<file path="src/rtl/pu_msp430_dbg_brk_ctrl_pkg.sv">
// Shared types and constants for the debug breakpoint controller:
// FSM state encoding, halt-cause bit positions and the unit limit.
package pu_msp430_dbg_brk_pkg;

  localparam int MAX_BRK = 4;
  localparam int DBG_DW  = 16;
  localparam int SEL_W   = 4;

  typedef enum logic [1:0] {
    ST_RUN      = 2'd0,
    ST_HALT_REQ = 2'd1,
    ST_HALTED   = 2'd2,
    ST_STEP     = 2'd3
  } brk_state_e;

  // Cause vector holds one bit per unit, then the command bit, then the step bit
  function automatic int cause_cmd(input int num_brk);
    return num_brk;
  endfunction

  function automatic int cause_step(input int num_brk);
    return num_brk + 1;
  endfunction

endpackage

</file>
<file path="src/rtl/pu_msp430_dbg_brk_ctrl_if.sv">
// Debug register port between the debug command interface and the
// breakpoint controller: register select, read/write strobes and read data.
interface pu_msp430_dbg_brk_ctrl_if;
  import pu_msp430_dbg_brk_pkg::*;

  logic [SEL_W-1:0]  dbg_sel;
  logic              dbg_rd;
  logic              dbg_wr;
  logic [DBG_DW-1:0] dbg_dout;

  modport master (output dbg_sel, output dbg_rd, output dbg_wr, input dbg_dout);
  modport slave  (input dbg_sel, input dbg_rd, input dbg_wr, output dbg_dout);
endinterface

</file>
<file path="src/rtl/pu_msp430_dbg_brk_ctrl_regsel.sv">
// Combinational debug register decode: per-unit read/write selects and the
// OR of every unit's (already self-gated) read data.
module pu_msp430_dbg_brk_regsel
  import pu_msp430_dbg_brk_pkg::*;
#(
  parameter int NUM_BRK = 4
) (
  input  logic [SEL_W-1:0]          dbg_sel,
  input  logic                      dbg_rd,
  input  logic                      dbg_wr,
  input  logic [16*NUM_BRK-1:0]     brk_dout_all,
  output logic [4*NUM_BRK-1:0]      brk_reg_rd,
  output logic [4*NUM_BRK-1:0]      brk_reg_wr,
  output logic [DBG_DW-1:0]         dbg_dout
);

  logic [3:0] reg_onehot;

  // Unit indices at or above NUM_BRK never match a loop index, so they
  // produce no strobes at all.
  always_comb begin
    brk_reg_rd = '0;
    brk_reg_wr = '0;
    dbg_dout   = '0;
    reg_onehot = 4'b0001 << dbg_sel[1:0];
    for (int u = 0; u < NUM_BRK; u++) begin
      if (dbg_sel[3:2] == u[1:0]) begin
        brk_reg_rd[4*u +: 4] = dbg_rd ? reg_onehot : 4'b0000;
        brk_reg_wr[4*u +: 4] = dbg_wr ? reg_onehot : 4'b0000;
      end
      dbg_dout = dbg_dout | brk_dout_all[16*u +: 16];
    end
  end

endmodule

</file>
<file path="src/rtl/pu_msp430_dbg_brk_ctrl.sv">
// Debug halt/run/step sequencer: merges breakpoint halt requests, records the
// halt cause, masks a re-fire on the resumed instruction, shares the register port.
module pu_msp430_dbg_brk_ctrl
  import pu_msp430_dbg_brk_pkg::*;
#(
  parameter int NUM_BRK  = 4,
  parameter int HALT_TMO = 255
) (
  input  logic                   dbg_clk,
  input  logic                   dbg_rst,
  pu_msp430_dbg_brk_ctrl_if.slave dbg_bus,
  input  logic [16*NUM_BRK-1:0]  brk_dout_all,
  input  logic [NUM_BRK-1:0]     brk_halt,
  input  logic [NUM_BRK-1:0]     brk_pnd,
  input  logic                   cmd_halt,
  input  logic                   cmd_run,
  input  logic                   cmd_step,
  input  logic                   cpu_halted,
  input  logic                   decode_noirq,
  output logic [4*NUM_BRK-1:0]   brk_reg_rd,
  output logic [4*NUM_BRK-1:0]   brk_reg_wr,
  output logic                   dbg_halt_cmd,
  output logic [NUM_BRK+1:0]     halt_cause,
  output logic                   halt_tmo,
  output logic                   step_done,
  output logic                   brk_pnd_any
);

  localparam int         C_CMD    = cause_cmd(NUM_BRK);
  localparam int         C_STEP   = cause_step(NUM_BRK);
  localparam logic [7:0] TMO_MAX  = 8'(HALT_TMO);
  localparam logic [7:0] TMO_LAST = 8'(HALT_TMO - 1);

  brk_state_e           state_q, state_d;
  logic [NUM_BRK+1:0]   cause_d;
  logic [7:0]           tmo_cnt;
  logic                 tmo_d, mask_q, mask_d, from_step_q, from_step_d, step_done_d;
  logic                 trig;
  logic [DBG_DW-1:0]    rd_data;

  pu_msp430_dbg_brk_regsel #(.NUM_BRK(NUM_BRK)) u_regsel (
    .dbg_sel      (dbg_bus.dbg_sel),
    .dbg_rd       (dbg_bus.dbg_rd),
    .dbg_wr       (dbg_bus.dbg_wr),
    .brk_dout_all (brk_dout_all),
    .brk_reg_rd   (brk_reg_rd),
    .brk_reg_wr   (brk_reg_wr),
    .dbg_dout     (rd_data)
  );

  assign dbg_bus.dbg_dout = rd_data;
  assign brk_pnd_any      = |brk_pnd;
  assign trig             = (|brk_halt) & ~mask_q;

  // cpu_halted takes priority over a run abort in HALT_REQ; the mask clears
  // after the first decode but a HALTED exit re-arms it in the same cycle.
  always_comb begin
    state_d     = state_q;
    cause_d     = halt_cause;
    tmo_d       = halt_tmo;
    mask_d      = mask_q;
    from_step_d = from_step_q;
    step_done_d = 1'b0;
    if (mask_q && decode_noirq) mask_d = 1'b0;
    unique case (state_q)
      ST_RUN: begin
        if (cmd_halt || trig) begin
          state_d = ST_HALT_REQ;
          cause_d = '0;
          if (trig) cause_d[NUM_BRK-1:0] = brk_halt;
          cause_d[C_CMD] = cmd_halt;
          from_step_d    = 1'b0;
        end
      end
      ST_HALT_REQ: begin
        if (cpu_halted) begin
          state_d     = ST_HALTED;
          step_done_d = from_step_q;
          from_step_d = 1'b0;
        end else if (cmd_run) begin
          state_d     = ST_RUN;
          cause_d     = '0;
          tmo_d       = 1'b0;
          from_step_d = 1'b0;
        end else if (tmo_cnt == TMO_LAST) begin
          tmo_d = 1'b1;
        end
      end
      ST_HALTED: begin
        if (cmd_step || cmd_run) begin
          state_d = cmd_step ? ST_STEP : ST_RUN;
          cause_d = '0;
          tmo_d   = 1'b0;
          mask_d  = 1'b1;
        end
      end
      ST_STEP: begin
        if (decode_noirq || cmd_halt) begin
          state_d         = ST_HALT_REQ;
          cause_d         = '0;
          cause_d[C_STEP] = decode_noirq;
          cause_d[C_CMD]  = cmd_halt;
          from_step_d     = 1'b1;
        end
      end
      default: state_d = ST_RUN;
    endcase
  end

  // dbg_halt_cmd is registered from the next state so it tracks the state register
  always_ff @(posedge dbg_clk or posedge dbg_rst) begin
    if (dbg_rst) begin
      state_q      <= ST_RUN;
      halt_cause   <= '0;
      halt_tmo     <= 1'b0;
      mask_q       <= 1'b0;
      from_step_q  <= 1'b0;
      step_done    <= 1'b0;
      dbg_halt_cmd <= 1'b0;
      tmo_cnt      <= '0;
    end else begin
      state_q      <= state_d;
      halt_cause   <= cause_d;
      halt_tmo     <= tmo_d;
      mask_q       <= mask_d;
      from_step_q  <= from_step_d;
      step_done    <= step_done_d;
      dbg_halt_cmd <= (state_d == ST_HALT_REQ) || (state_d == ST_HALTED);
      if (state_q != ST_HALT_REQ)  tmo_cnt <= '0;
      else if (tmo_cnt != TMO_MAX) tmo_cnt <= tmo_cnt + 8'd1;
    end
  end

endmodule

</file>
<file path="src/flat_wrapper.sv">
// flat-port wrapper written by rule: the top's interface ports become plain ports
module pu_msp430_dbg_brk_ctrl_flat import pu_msp430_dbg_brk_pkg::*;
#(
  parameter int NUM_BRK  = 4,
  parameter int HALT_TMO = 255
)
  (dbg_clk, dbg_rst, brk_dout_all, brk_halt, brk_pnd, cmd_halt, cmd_run, cmd_step, cpu_halted, decode_noirq, brk_reg_rd, brk_reg_wr, dbg_halt_cmd, halt_cause, halt_tmo, step_done, brk_pnd_any, dbg_bus_dbg_sel, dbg_bus_dbg_rd, dbg_bus_dbg_wr, dbg_bus_dbg_dout);
  pu_msp430_dbg_brk_ctrl_if dbg_bus_i ();
  input  logic dbg_clk;
  input  logic dbg_rst;
  input  logic [16*NUM_BRK-1:0] brk_dout_all;
  input  logic [NUM_BRK-1:0] brk_halt;
  input  logic [NUM_BRK-1:0] brk_pnd;
  input  logic cmd_halt;
  input  logic cmd_run;
  input  logic cmd_step;
  input  logic cpu_halted;
  input  logic decode_noirq;
  output logic [4*NUM_BRK-1:0] brk_reg_rd;
  output logic [4*NUM_BRK-1:0] brk_reg_wr;
  output logic dbg_halt_cmd;
  output logic [NUM_BRK+1:0] halt_cause;
  output logic halt_tmo;
  output logic step_done;
  output logic brk_pnd_any;
  input wire logic [$bits(dbg_bus_i.dbg_sel)-1:0] dbg_bus_dbg_sel;
  input wire logic [$bits(dbg_bus_i.dbg_rd)-1:0] dbg_bus_dbg_rd;
  input wire logic [$bits(dbg_bus_i.dbg_wr)-1:0] dbg_bus_dbg_wr;
  output wire logic [$bits(dbg_bus_i.dbg_dout)-1:0] dbg_bus_dbg_dout;
  assign dbg_bus_i.dbg_sel = dbg_bus_dbg_sel;
  assign dbg_bus_i.dbg_rd = dbg_bus_dbg_rd;
  assign dbg_bus_i.dbg_wr = dbg_bus_dbg_wr;
  assign dbg_bus_dbg_dout = dbg_bus_i.dbg_dout;
  pu_msp430_dbg_brk_ctrl #(.NUM_BRK(NUM_BRK), .HALT_TMO(HALT_TMO)) u_core (.dbg_clk(dbg_clk), .dbg_rst(dbg_rst), .dbg_bus(dbg_bus_i), .brk_dout_all(brk_dout_all), .brk_halt(brk_halt), .brk_pnd(brk_pnd), .cmd_halt(cmd_halt), .cmd_run(cmd_run), .cmd_step(cmd_step), .cpu_halted(cpu_halted), .decode_noirq(decode_noirq), .brk_reg_rd(brk_reg_rd), .brk_reg_wr(brk_reg_wr), .dbg_halt_cmd(dbg_halt_cmd), .halt_cause(halt_cause), .halt_tmo(halt_tmo), .step_done(step_done), .brk_pnd_any(brk_pnd_any));
endmodule
</file>
<file path="config.mk">
export PLATFORM = sky130hd
export DESIGN_NAME = pu_msp430_dbg_brk_ctrl_flat
export DESIGN_NICKNAME = d
export VERILOG_FILES = /design/src/rtl/pu_msp430_dbg_brk_ctrl_pkg.sv /design/src/rtl/pu_msp430_dbg_brk_ctrl_if.sv /design/src/rtl/pu_msp430_dbg_brk_ctrl_regsel.sv /design/src/rtl/pu_msp430_dbg_brk_ctrl.sv /design/src/flat_wrapper.sv
export SDC_FILE = /design/constraint.sdc
export NUM_CORES = 1
export LEC_CHECK = 0
export BUFFER_PORTS_ARGS = -buffer_cell sky130_fd_sc_hd__buf_2
export CORE_ASPECT_RATIO = 1.2
export CORE_UTILIZATION = 39
export CTS_CLUSTER_DIAMETER = 120
export DETAILED_ROUTE_END_ITERATION = 12
export PLACE_DENSITY = 0.95
export SKIP_CTS_REPAIR_TIMING = 1
export SLEW_MARGIN = 0
export SYNTH_ARGS = -nofsm -noshare
export SYNTH_HDL_FRONTEND = slang
export SYNTH_SLANG_ARGS = --single-unit
</file>
<file path="constraint.sdc">
create_clock -name dbg_clk -period 3.17 [get_ports dbg_clk]
set_clock_uncertainty 0.1 [all_clocks]
set_input_delay 0.4755 -clock dbg_clk [delete_from_list [all_inputs] [get_ports dbg_clk]]
set_output_delay 0.4755 -clock dbg_clk [all_outputs]
set_load 0.01 [all_outputs]
</file>
# Word level (Yosys, flattened, before mapping)
# Index checks and enable logic that the tools add are counted.
# Widths: inputs -> output; s select.
# classes
n_reduce_logical,15
n_eq_ne,18
bitwise,5
n_mux,41
n_shift,1
add_sub_neg,1
# ops
op,n
$or 16x16->16,3
$mux 4,11
$mux 6,5
$pmux 6 s4,1
$mux 8,2
$mux 1,13
$mux 2,6
$eq 2x2->1 const B,5
$add 8x1->8 const B,1
$eq 8x8->1 const B,1
$ne 2x1->1 const B,4
$ne 8x8->1 const B,1
$pmux 2 s4,1
$reduce_and 4->1,2
$reduce_or 4->1,2
$eq 2x1->1 const B,3
$reduce_and 5->1,1
$logic_not 2->1,2
$logic_or 1x1->1,4
$ne 2x2->1 const B,2
$reduce_bool 2->1,2
$shl 1x2->4 const A,1
$ne 3x2->1 const B,1
$ne 3x3->1 const B,1
other kinds (6),6
# totals
wordCells,89
input_bits,85
output_inout_bits,58
ff_bits,21

# Logic depth before layout (Yosys ltp)
# Gate-level depths: netlist (run 1).
# depth
depth_word,7
mapped_depth,8
depth_no_buf,7

# Hierarchy
# A second synthesis (run 1) with hierarchy kept.
# unflattened
hier_cells,186
area_unflattened_um2,1521.5
# modules_own_cells
mod,n_inst,seq_area_each_um2,cells_each,area_per_inst_um2
pu_msp430_dbg_brk_ctrl,1,525.5,123,1183.6
pu_msp430_dbg_brk_regsel,1,0.0,63,337.8

# Worst setup path before layout (run 1)
# No wires, ideal clock.
# synth_timing
path_kind,reg2reg
startpoint,register u_core.state_q[0]
endpoint,register u_core.dbg_halt_cmd
path_stages_with_launch,8
required_ps,2949
synth_period_minus_slack_ps,1718
setup_time_ps,121
slack_ps,1452
t_arrival_ps,1497
n_path_buf,0
path_cell_list,dfrtp_1 > inv_1 > ha_1 > nor2b_1 > o21bai_1 > a221oi_2 > or2_2 > xor2_1
# synth_via
word_cells_on_any_way,13
classes_between,eq/ne: 5; mux: 6; reduce/logical: 2
# synth_lines
item,line_no,source
from (decl),pu_msp430_dbg_brk_ctrl.sv:34,"brk_state_e state_q, state_d;"
from (signal assigned),pu_msp430_dbg_brk_ctrl.sv:122,state_q <= state_d;
$eq 2x2->1 (tied with other cells),pu_msp430_dbg_brk_ctrl.sv:65,unique case (state_q)
$pmux 2 s4 *,pu_msp430_dbg_brk_ctrl.sv:65,
named net u_core.state_d[1],pu_msp430_dbg_brk_ctrl.sv:34,
$eq 2x1->1 or $eq 2x2->1 (tied branches),pu_msp430_dbg_brk_ctrl.sv:128,dbg_halt_cmd <= (state_d == ST_HALT_REQ) || (state_d == ST_HALTED);
$logic_or 1x1->1 *,pu_msp430_dbg_brk_ctrl.sv:128,
to (signal assigned),pu_msp430_dbg_brk_ctrl.sv:128,
to (decl),pu_msp430_dbg_brk_ctrl.sv:22,"output logic dbg_halt_cmd,"
# The timed path passes the listed nets; every way through them passes the cells marked *.
# A chain may end at the register's enable or synchronous reset.

# Final worst setup path (run 1)
# layout_timing
startpoint,register u_core.state_q[1]
endpoint,register u_core.halt_cause[2]
# layout_via
elab_chain_len,3
word_cells_on_any_way,11
classes_between,eq/ne: 8; mux: 1; reduce/logical: 2
# layout_lines
item,line_no,source
$eq 2x1->1 (tied with other cells),pu_msp430_dbg_brk_ctrl.sv:65,
$ne 2x2->1 (no line) or $ne 2x1->1 (tied branches),-,
$reduce_and 5->1 (no line),-,
to (signal assigned),pu_msp430_dbg_brk_ctrl.sv:123,halt_cause <= cause_d;
to (decl),pu_msp430_dbg_brk_ctrl.sv:23,"output logic [NUM_BRK+1:0] halt_cause,"
# Parallel ways exist; a longest one is shown, timed or not.

==> qor.yml, run 1 <==
layout:
  fin_area_um2: 2240
  multi_input_area_um2: 883
  fillCellCount: 307
  utilization: 0.648
  n_antenna_cell: 0
  final-instance-count-excl-fill: 360
  areaGrowthSynthToFinish_pct: 53.6
  layout-drive-gt1-share: 0.474
  fin_nets: 416
  seqCellArea_um2: 526
detailed_routing:
  vias: 1877
  ant_nets: 0
  drc: 12
  wirelength_um: 4440
  avgViaCountPerCell: 5.21
  wl_per_cell_um: 12.3
  first_pass_iters: 8
  drtIter0Drc: 92
min_path:
  holdCritPathClass: "in -> async"
synthesis:
  ys_warn_count: 0
  yosysUniqueCellTypes: 35
  synth.top_cells.by_area: "dfrtp_1 (36%), nor2_1 (9.0%), or4_1 (8.8%)"
  synthArstFlopShare: 1.00
  syn-num-nets: 274
  ys_ff_latch: 21
  syn_area_um2: 1460
  seq_area_frac_synth: 0.361
  synth_ff_type: "dfrtp_1"
  synth-edff-count: 0
  synth.avg_cell_area_um2: 8.01
  syn_inst: 182
  synth_top_cell_area_share: 0.361
  synth_top_area_cell: "dfrtp_1"
clock_network:
  path_clk_slew_ps: 80
  htreeDepth: 1
  cts_num_sinks: 21
  cts_tree: "done"
  clk_latency_ps: 260
  cts.path.max_buffers: 2
  root_buffer: "clkbuf_8"
  numCtsBuffers: 3
placement:
  dp.final_hpwl_um: 3800
  dpl_cell_area_um2: 2190
  port_buffers: 142
  gp_congestion: 0.939
  placed_cells: 356
  dp_slack_ps: 938
worst_setup_path:
  crit_fanout: 14
  crit_chain: "inv_1 > ha_1 > o21bai_1 > o211ai_1 > o21ai_0"
  cp_data_arrival_time_ps: 1980
  critical_path.max_stage_delay_ps: 440
  startpoint_type: "register"
  rrSetupSlack_ps: 1200
  path_buf_inv: 1
  worstRegToRegCells: 5
  end_kind: "register"
  path_depth: 5
  cpMaxStageDelayCell: "ha_1"
  path_class: "reg -> reg"
  critPathTopFamily: "compound AO/OA/AOI/OAI gates"
  worst_ep_required_time_ps: 3180
die:
  die_x_um: 57.8
  io_pins: 143
  start_util: 0.422
  coreArea_um2: 3450
  num_rows: 23
  die-area_um2: 3990
  fp.dieH_um: 69.0
grt:
  grt_pass1_wl_um: 6540
  grt_overflow_total: 0
  grt_pass1_vias: 1621
  antenna_found_initial: 0
  track_usage: 0.217
  grt_max_degree: 22
pwr:
  cellPowerDensity_nw_per_um2: 486
  total_power_mw: 1.09
  ir_drop_v: 0.000307
  p_leak_nw: 1.23
timing:
  whs_ps: 245
  max_slew_margin: 0.480
  fmax_mhz: 508
  finalSetupTns_ps: 0
  finalHoldViolCount: 0
  setup_viol: 0
  fin_crit_sh: 0.621
  layout_min_cycle_time_ps: 1970
  worst_slack_ps: 1200
  drv_slew: 0
  rsz0062_at_grt: "false"
  worstMarginPinSlew_ps: 779
flow_run:
  drv_cap: 0
status:
  failed_checks: "design-rule violations"
  status: "finished with violations"
flip-flops by register name, summed over array words and instances, names as in the netlist:
register	flops
u_core.tmo_cnt	8
u_core.halt_cause	6
u_core.state_q	2
u_core.dbg_halt_cmd	1
u_core.from_step_q	1
u_core.halt_tmo	1
u_core.mask_q	1
u_core.step_done	1
cell usage in the layout, fill, tap and decap left out, drive strengths merged, types with 2 or more instances in the layout:
master    n
a211oi    2
a21oi     3
a31oi     3
and2      3
and3      3
buf     142
clkbuf    3
dfrtp    21
ha        7
inv       7
nand2    24
nand2b    3
nand3     6
nand3b    2
nand4     2
nor2     35
nor2b     5
nor3b     3
o21ai    13
o21bai    2
or2       2
or4      17
xor2      4
cell families (layout without fill, tap and decap cells):
logic type	after synthesis	after routing	synth area share
AO/OA/AOI/OAI	28	28	0.128
XOR/XNOR	5	5	0.0300
adder cells (fa/ha/maj)	7	7	0.0601
buffers and inverters	12	153	0.0335
flip-flops	21	21	0.361
multiplexers	1	1	0.00772
AND/OR/NAND/NOR	108	108	0.380
power by group:
| group | switching (mW) | internal, mW | total (mW) |
|---|---|---|---|
| clock | 0.0847 | 0.0875 | 0.172 |
| sequential | 0.0625 | 0.349 | 0.411 |
| combinational | 0.286 | 0.219 | 0.505 |
| total | 0.433 | 0.655 | 1.09 |
cell type report:
cell class	instances	area share
multi-input cells	149	0.395
repair buffers	142	0.317
flip-flops and latches	21	0.235
well taps	37	0.0207
clock buffers	3	0.0184
inverters	7	0.0117
clock inverters	1	0.00224
Yosys cell counts, types with 4 or more instances:
cell / instances
nor2_1: 35
nand2_1: 24
dfrtp_1: 21
or4_1: 17
o21ai_0: 13
ha_1: 7
inv_1: 7
nand3_1: 6
nor2b_1: 5
clkbuf_1: 4
xor2_1: 4
final timing paths:
| path | from | end |
|---|---|---|
| worst max-delay path | u_core.state_q[1] | u_core.halt_cause[2] |
| worst min-delay path | dbg_rst | u_core.halt_cause[0] |
| worst max register to register | u_core.state_q[1] | u_core.halt_cause[2] |
| worst min register to register | u_core.halt_cause[4] | u_core.halt_cause[4] |
| max in group asynchronous | dbg_rst | u_core.halt_cause[5] |
| min in group dbg_clk | decode_noirq | u_core.mask_q |
worst reg2reg max path, delay by kind of cell (launching register included):
family | cells | cell delay (ps)
AO/OA/AOI/OAI | 3 | 750
adder cells (fa/ha/maj) | 1 | 440
buffers and inverters | 1 | 140
flip-flops | 1 | 400
per-layer routing:
layer / global-route usage / vias to the layer above / routed length, um
met5: 0 / - / 0
met4: 0.107 / 0 / 89
met3: 0.0280 / 8 / 437
met2: 0.454 / 124 / 2430
met1: 0.203 / 824 / 1480
li1: - / 921 / -
No activity file was read; power rests on OpenSTA's default activity.
==> run 2, diff against run 1 <==
- CORE_UTILIZATION: 39 -> 33
- PLACE_DENSITY: 0.95 -> 0.87
- clock period: 3.17 -> 1.7 ns (I/O delays scaled with it)
==> qor.yml, run 2 (same netlist as run 1, synthesis figures left out) <==
placement:
  dpl_cell_area_um2: 2280  # +3.9%
  port_buffers: 142  # unchanged
  gp_congestion: 0.843  # -10%
  dp.final_hpwl_um: 3590  # -5.5%
worst_setup_path:
  cp_data_arrival_time_ps: 1720  # -260 ps
  r2r-start: "u_core.state_q[0]"
  r2r_end: "u_core.dbg_halt_cmd"
  cpMaxStageDelayCell: "dfrtp_2"
  crit_fanout: 4  # -10
  crit_chain: "inv_2 > ha_2 > buf_4 > nand2_1 > nand2b_1 > o32a_4 > xor2_1"
  critPathTopFamily: "flip-flops"
  path_buf_inv: 2  # +1
  worstRegToRegCells: 7  # +2
  path_class: "reg -> reg"
  critical_path.max_stage_delay_ps: 420  # -20 ps
  rrSetupSlack_ps: 40  # -1160 ps
  startpoint_type: "register"
  end_kind: "register"
  worst_ep_required_time_ps: 1760  # -1420 ps
clock_network:
  root_buffer: "clkbuf_8"
  htreeDepth: 1  # unchanged
  numCtsBuffers: 3  # unchanged
  path_clk_slew_ps: 70  # about the same
  cts_num_sinks: 21  # unchanged
  cts_tree: "done"
  clk_latency_ps: 260  # about the same
  cts.path.max_buffers: 2  # unchanged
grt:
  antenna_found_initial: 0  # unchanged
  grt_pass1_wl_um: 6290  # -3.9%
  grt_pass1_vias: 1569  # -3.2%
  track_usage: 0.166  # -0.0504
  grt_overflow_total: 0  # unchanged
  grt_max_degree: 22  # unchanged
timing:
  fmax_mhz: 601  # +18%
  rsz0062_at_grt: "true"
  fin_crit_sh: 0.978  # +0.357
  finalHoldViolCount: 0  # unchanged
  setup_viol: 0  # unchanged
  drv_slew: 0  # unchanged
  max_slew_margin: 0.717  # +0.237
  whs_ps: 138  # -107 ps
  worstMarginPinSlew_ps: 424  # -356 ps
  finalSetupTns_ps: 0  # unchanged
  layout_min_cycle_time_ps: 1660  # -305 ps
pwr:
  p_switching_mw: 0.855  # +97%
  cellPowerDensity_nw_per_um2: 935  # +92%
  pwr-share-seq: 0.340  # -0.038
  p_leak_nw: 1.28  # +4.1%
  total_power_mw: 2.25  # +110%
  pwr-share-comb: 0.515  # +0.051
  p_int_mw: 1.39  # +110%
  p_clk_frac: 0.145  # -0.013
  netSwitchingFraction: 0.380  # -0.0178
  ir_drop_v: 0.000752  # +140%
layout:
  utilization: 0.564  # -0.0839
  fin_nets: 426  # +2.4%
  layout-drive-gt1-share: 0.526  # +0.0518
  reg_top3: "u_core.tmo_cnt: 8 flops, u_core.halt_cause: 6 flops, u_core.state_q: 2 flops"
  layout_common_cells: "buf_2 (142), nor2_1 (35), nand2_1 (23)"
  largest_register: "u_core.tmo_cnt"
  final_common_cell: "buf_2"
  fin_area_um2: 2400  # +7.4%
  areaGrowthSynthToFinish_pct: 65.0
  n_antenna_cell: 0  # unchanged
  largest_reg_flops: 8  # unchanged
detailed_routing:
  wirelength_um: 4360  # -1.8%
  ant_nets: 0  # unchanged
  first_pass_iters: 4  # -4
  vias: 1916  # +2.1%
  wl_per_cell_um: 11.2  # -9.1%
  drc: 0  # -12
  drtIter0Drc: 37  # -60%
  avgViaCountPerCell: 4.93  # -5.5%
min_path:
  holdPathStages: 3
  min_from: "brk_halt[3]"
  holdPathEnd: "u_core.halt_cause[3]"
  holdCritPathClass: "in -> reg"
die:
  die-area_um2: 4690  # +18%
  fp.dieH_um: 74.8  # +8.5%
  coreArea_um2: 4260  # +23%
  die_x_um: 62.7  # +8.4%
  num_rows: 26  # +13%
  start_util: 0.342  # -0.0801
  io_pins: 143  # unchanged
flow_run:
  drv_cap: 0  # unchanged
status:
  status: "finished clean"
[run 2: worst reg2reg max path, cell delays in order (launching register included)]
cell and delay, ps:
dfrtp_2 420, inv_2 60, ha_2 180, buf_4 140, nand2_1 70, nand2b_1 70
o32a_4 360, xor2_1 160
[run 2: final cells by class]
class,instances,area [um2]
Sequential cell,21,527
Multi-Input combinational cell,149,948
Fill cell,394,1860
Clock buffer,4,45.0
Timing Repair Buffer,152,788
Tap cell,56,70.1
Inverter,7,26.3
[run 2: per-stage QoR]
stage | std cells | worst slack [ps]
after floorplan | 182 | 5.95
after global placement | 383 | -18.4
after detailed placement | 383 | -70.2
after CTS | 387 | -84.6
after global routing | 389 | -17.4
final | 389 | 37.1
[run 2: metal layers]
layer / track usage / up-vias / share of wire
li1: - / 943 / -
met1: 0.156 / 870 / 0.34
met2: 0.366 / 98 / 0.58
met3: 0.0242 / 5 / 0.067
met4: 0.0517 / 0 / 0.014
met5: 0 / - / 0
[run 2: power groups by stage]
stage / clock, mW / sequential [mW] / combinational (mW)
finish: 0.327 / 0.764 / 1.16
global route: 0.356 / 0.785 / 1.29
CTS: 0.341 / 0.749 / 1.02
detailed placement: 0 / 0.759 / 1.02
global placement: 0 / 0.749 / 0.982
floorplan: 0 / 0.783 / 0.583
[run 2: worst max-delay path by stage]
stage | start | endpoint | slack (ps) | depth (start not counted)
floorplan | u_core.state_q[0] | u_core.dbg_halt_cmd | 6 | 7
global placement | u_core.state_q[0] | u_core.dbg_halt_cmd | -20 | 7
detailed placement | u_core.state_q[0] | u_core.dbg_halt_cmd | -70 | 7
CTS | u_core.state_q[0] | u_core.dbg_halt_cmd | -80 | 7
global route | u_core.state_q[0] | u_core.dbg_halt_cmd | -20 | 7
finish | u_core.state_q[0] | u_core.dbg_halt_cmd | 40 | 7
==> run 3, diff against run 2 <==
- ABC_CLOCK_PERIOD_IN_PS: default -> 1700
- CELL_PAD_IN_SITES_DETAIL_PLACEMENT: default -> 1
- CELL_PAD_IN_SITES_GLOBAL_PLACEMENT: default -> 1
- CORE_UTILIZATION: 33 -> 21
==> qor.yml, run 3 (same netlist as run 1, synthesis figures left out) <==
placement:
  gp_congestion: 0.760  # -9.9%
  port_buffers: 142  # unchanged
  placed_cells: 414  # +8.1%
  dpl_cell_area_um2: 2330  # +2.3%
  dp_slack_ps: -61.0  # +9.25 ps
  dp.final_hpwl_um: 4370  # +22%
die:
  fp.dieH_um: 93.3  # +25%
  start_util: 0.222  # -0.120
  coreArea_um2: 6570  # +54%
  die_x_um: 78.1  # +25%
  io_pins: 143  # unchanged
  num_rows: 32  # +23%
  die-area_um2: 7280  # +55%
worst_setup_path:
  cp_data_arrival_time_ps: 1810  # +90 ps
  end_kind: "register"
  rrSetupSlack_ps: -20  # -50 ps
  path_class: "reg -> reg"
  crit_fanout: 3  # -1
  worst_ep_required_time_ps: 1790  # +30 ps
  startpoint_type: "register"
timing:
  worstMarginPinSlew_ps: 413  # -10.3 ps
  whs_ps: 133  # -5.34 ps
  setup_viol: 1  # +1
  rsz0062_at_grt: "true"
  finalSetupTns_ps: -17.7  # -17.7 ps
  fin_crit_sh: 1.01  # +0.0322
  fmax_mhz: 582  # -3.2%
  drv_slew: 0  # unchanged
  layout_min_cycle_time_ps: 1720  # +54.8 ps
  finalHoldViolCount: 0  # unchanged
  worst_slack_ps: -17.7  # -54.8 ps
  max_slew_margin: 0.724  # +0.00687
clock_network:
  path_clk_slew_ps: 80  # about the same
  htreeDepth: 1  # unchanged
  root_buffer: "clkbuf_8"
  numCtsBuffers: 3  # unchanged
  cts_num_sinks: 21  # unchanged
  clk_latency_ps: 270  # about the same
  cts_tree: "done"
  cts.path.max_buffers: 2  # unchanged
detailed_routing:
  vias: 1944  # +1.5%
  drc: 0  # unchanged
  wirelength_um: 5250  # +21%
  wl_per_cell_um: 12.5  # +11%
  first_pass_iters: 3  # -1
  ant_nets: 0  # unchanged
  drtIter0Drc: 21  # -43%
  avgViaCountPerCell: 4.62  # -6.3%
layout:
  fin_nets: 429  # +0.70%
  fin_area_um2: 2460  # +2.5%
  largest_register: "u_core.tmo_cnt"
  final-instance-count-excl-fill: 421  # +8.2%
  reg_top3: "u_core.tmo_cnt: 8 flops, u_core.halt_cause: 6 flops, u_core.state_q: 2 flops"
  fillCellCount: 873  # +120%
  layout-drive-gt1-share: 0.530  # +0.00424
  largest_reg_flops: 8  # unchanged
  final_common_cell: "buf_2"
  layout_common_cells: "buf_2 (143), nor2_1 (35), nand2_1 (23)"
  utilization: 0.375  # -0.189
  areaGrowthSynthToFinish_pct: 69.1
  n_antenna_cell: 0  # unchanged
status:
  failed_checks: "negative setup slack"
  status: "finished with violations"
flow_run:
  drv_cap: 0  # unchanged
pwr:
  p_leak_nw: 1.31  # +1.7%
  ir_drop_v: 0.000455  # -39%
  cellPowerDensity_nw_per_um2: 945  # +1.1%
  total_power_mw: 2.33  # +3.6%
grt:
  grt_max_degree: 22  # unchanged
  grt_pass1_vias: 1968  # +25%
  antenna_found_initial: 0  # unchanged
  grt_overflow_total: 0  # unchanged
  track_usage: 0.140  # -0.0260
  grt_pass1_wl_um: 8360  # +33%
min_path:
  holdCritPathClass: "in -> reg"
## run 3: area by class of cell
type	count	area [um2]	area share
clock buffer	3	41.3	0.0168
sequential	21	527	0.214
timing repair buffer	155	812	0.329
tap	85	106	0.0431
multi-input combinational	149	947	0.384
inverter	7	26.3	0.0107
clock inverter	1	5.00	0.00203
## run 3: routing by layer
| metal | vias up | track usage | routed length [um] |
|---|---|---|---|
| met1 | 889 | 0.143 | 1960 |
| met4 | 0 | 0.0340 | 58 |
| met5 | - | 0 | 0 |
| met2 | 102 | 0.289 | 2840 |
| li1 | 947 | - | - |
| met3 | 6 | 0.0224 | 395 |
## run 3: final timing paths
check	from	to	cells after the start
max	u_core.state_q[0]	u_core.dbg_halt_cmd	7
max reg2reg	u_core.state_q[0]	u_core.dbg_halt_cmd	7
min in group asynchronous	dbg_rst	u_core.tmo_cnt[2]	4
min reg2reg	u_core.halt_cause[3]	u_core.halt_cause[3]	2
min	decode_noirq	u_core.mask_q	2
max in group asynchronous	dbg_rst	u_core.state_q[0]	4
## run 3: critical path, stage by stage (launching register included)
cell and delay [ps]:
dfrtp_2 440, inv_2 80, ha_2 190, nor2b_4 170
o21bai_1 100, a221oi_2 250, or2_4 160, xor2_1 150
## run 3: power by group
part           internal, mW  switching [mW]
registers             0.652           0.100
logic                 0.603           0.630
clock network         0.164           0.180
total                  1.42           0.911
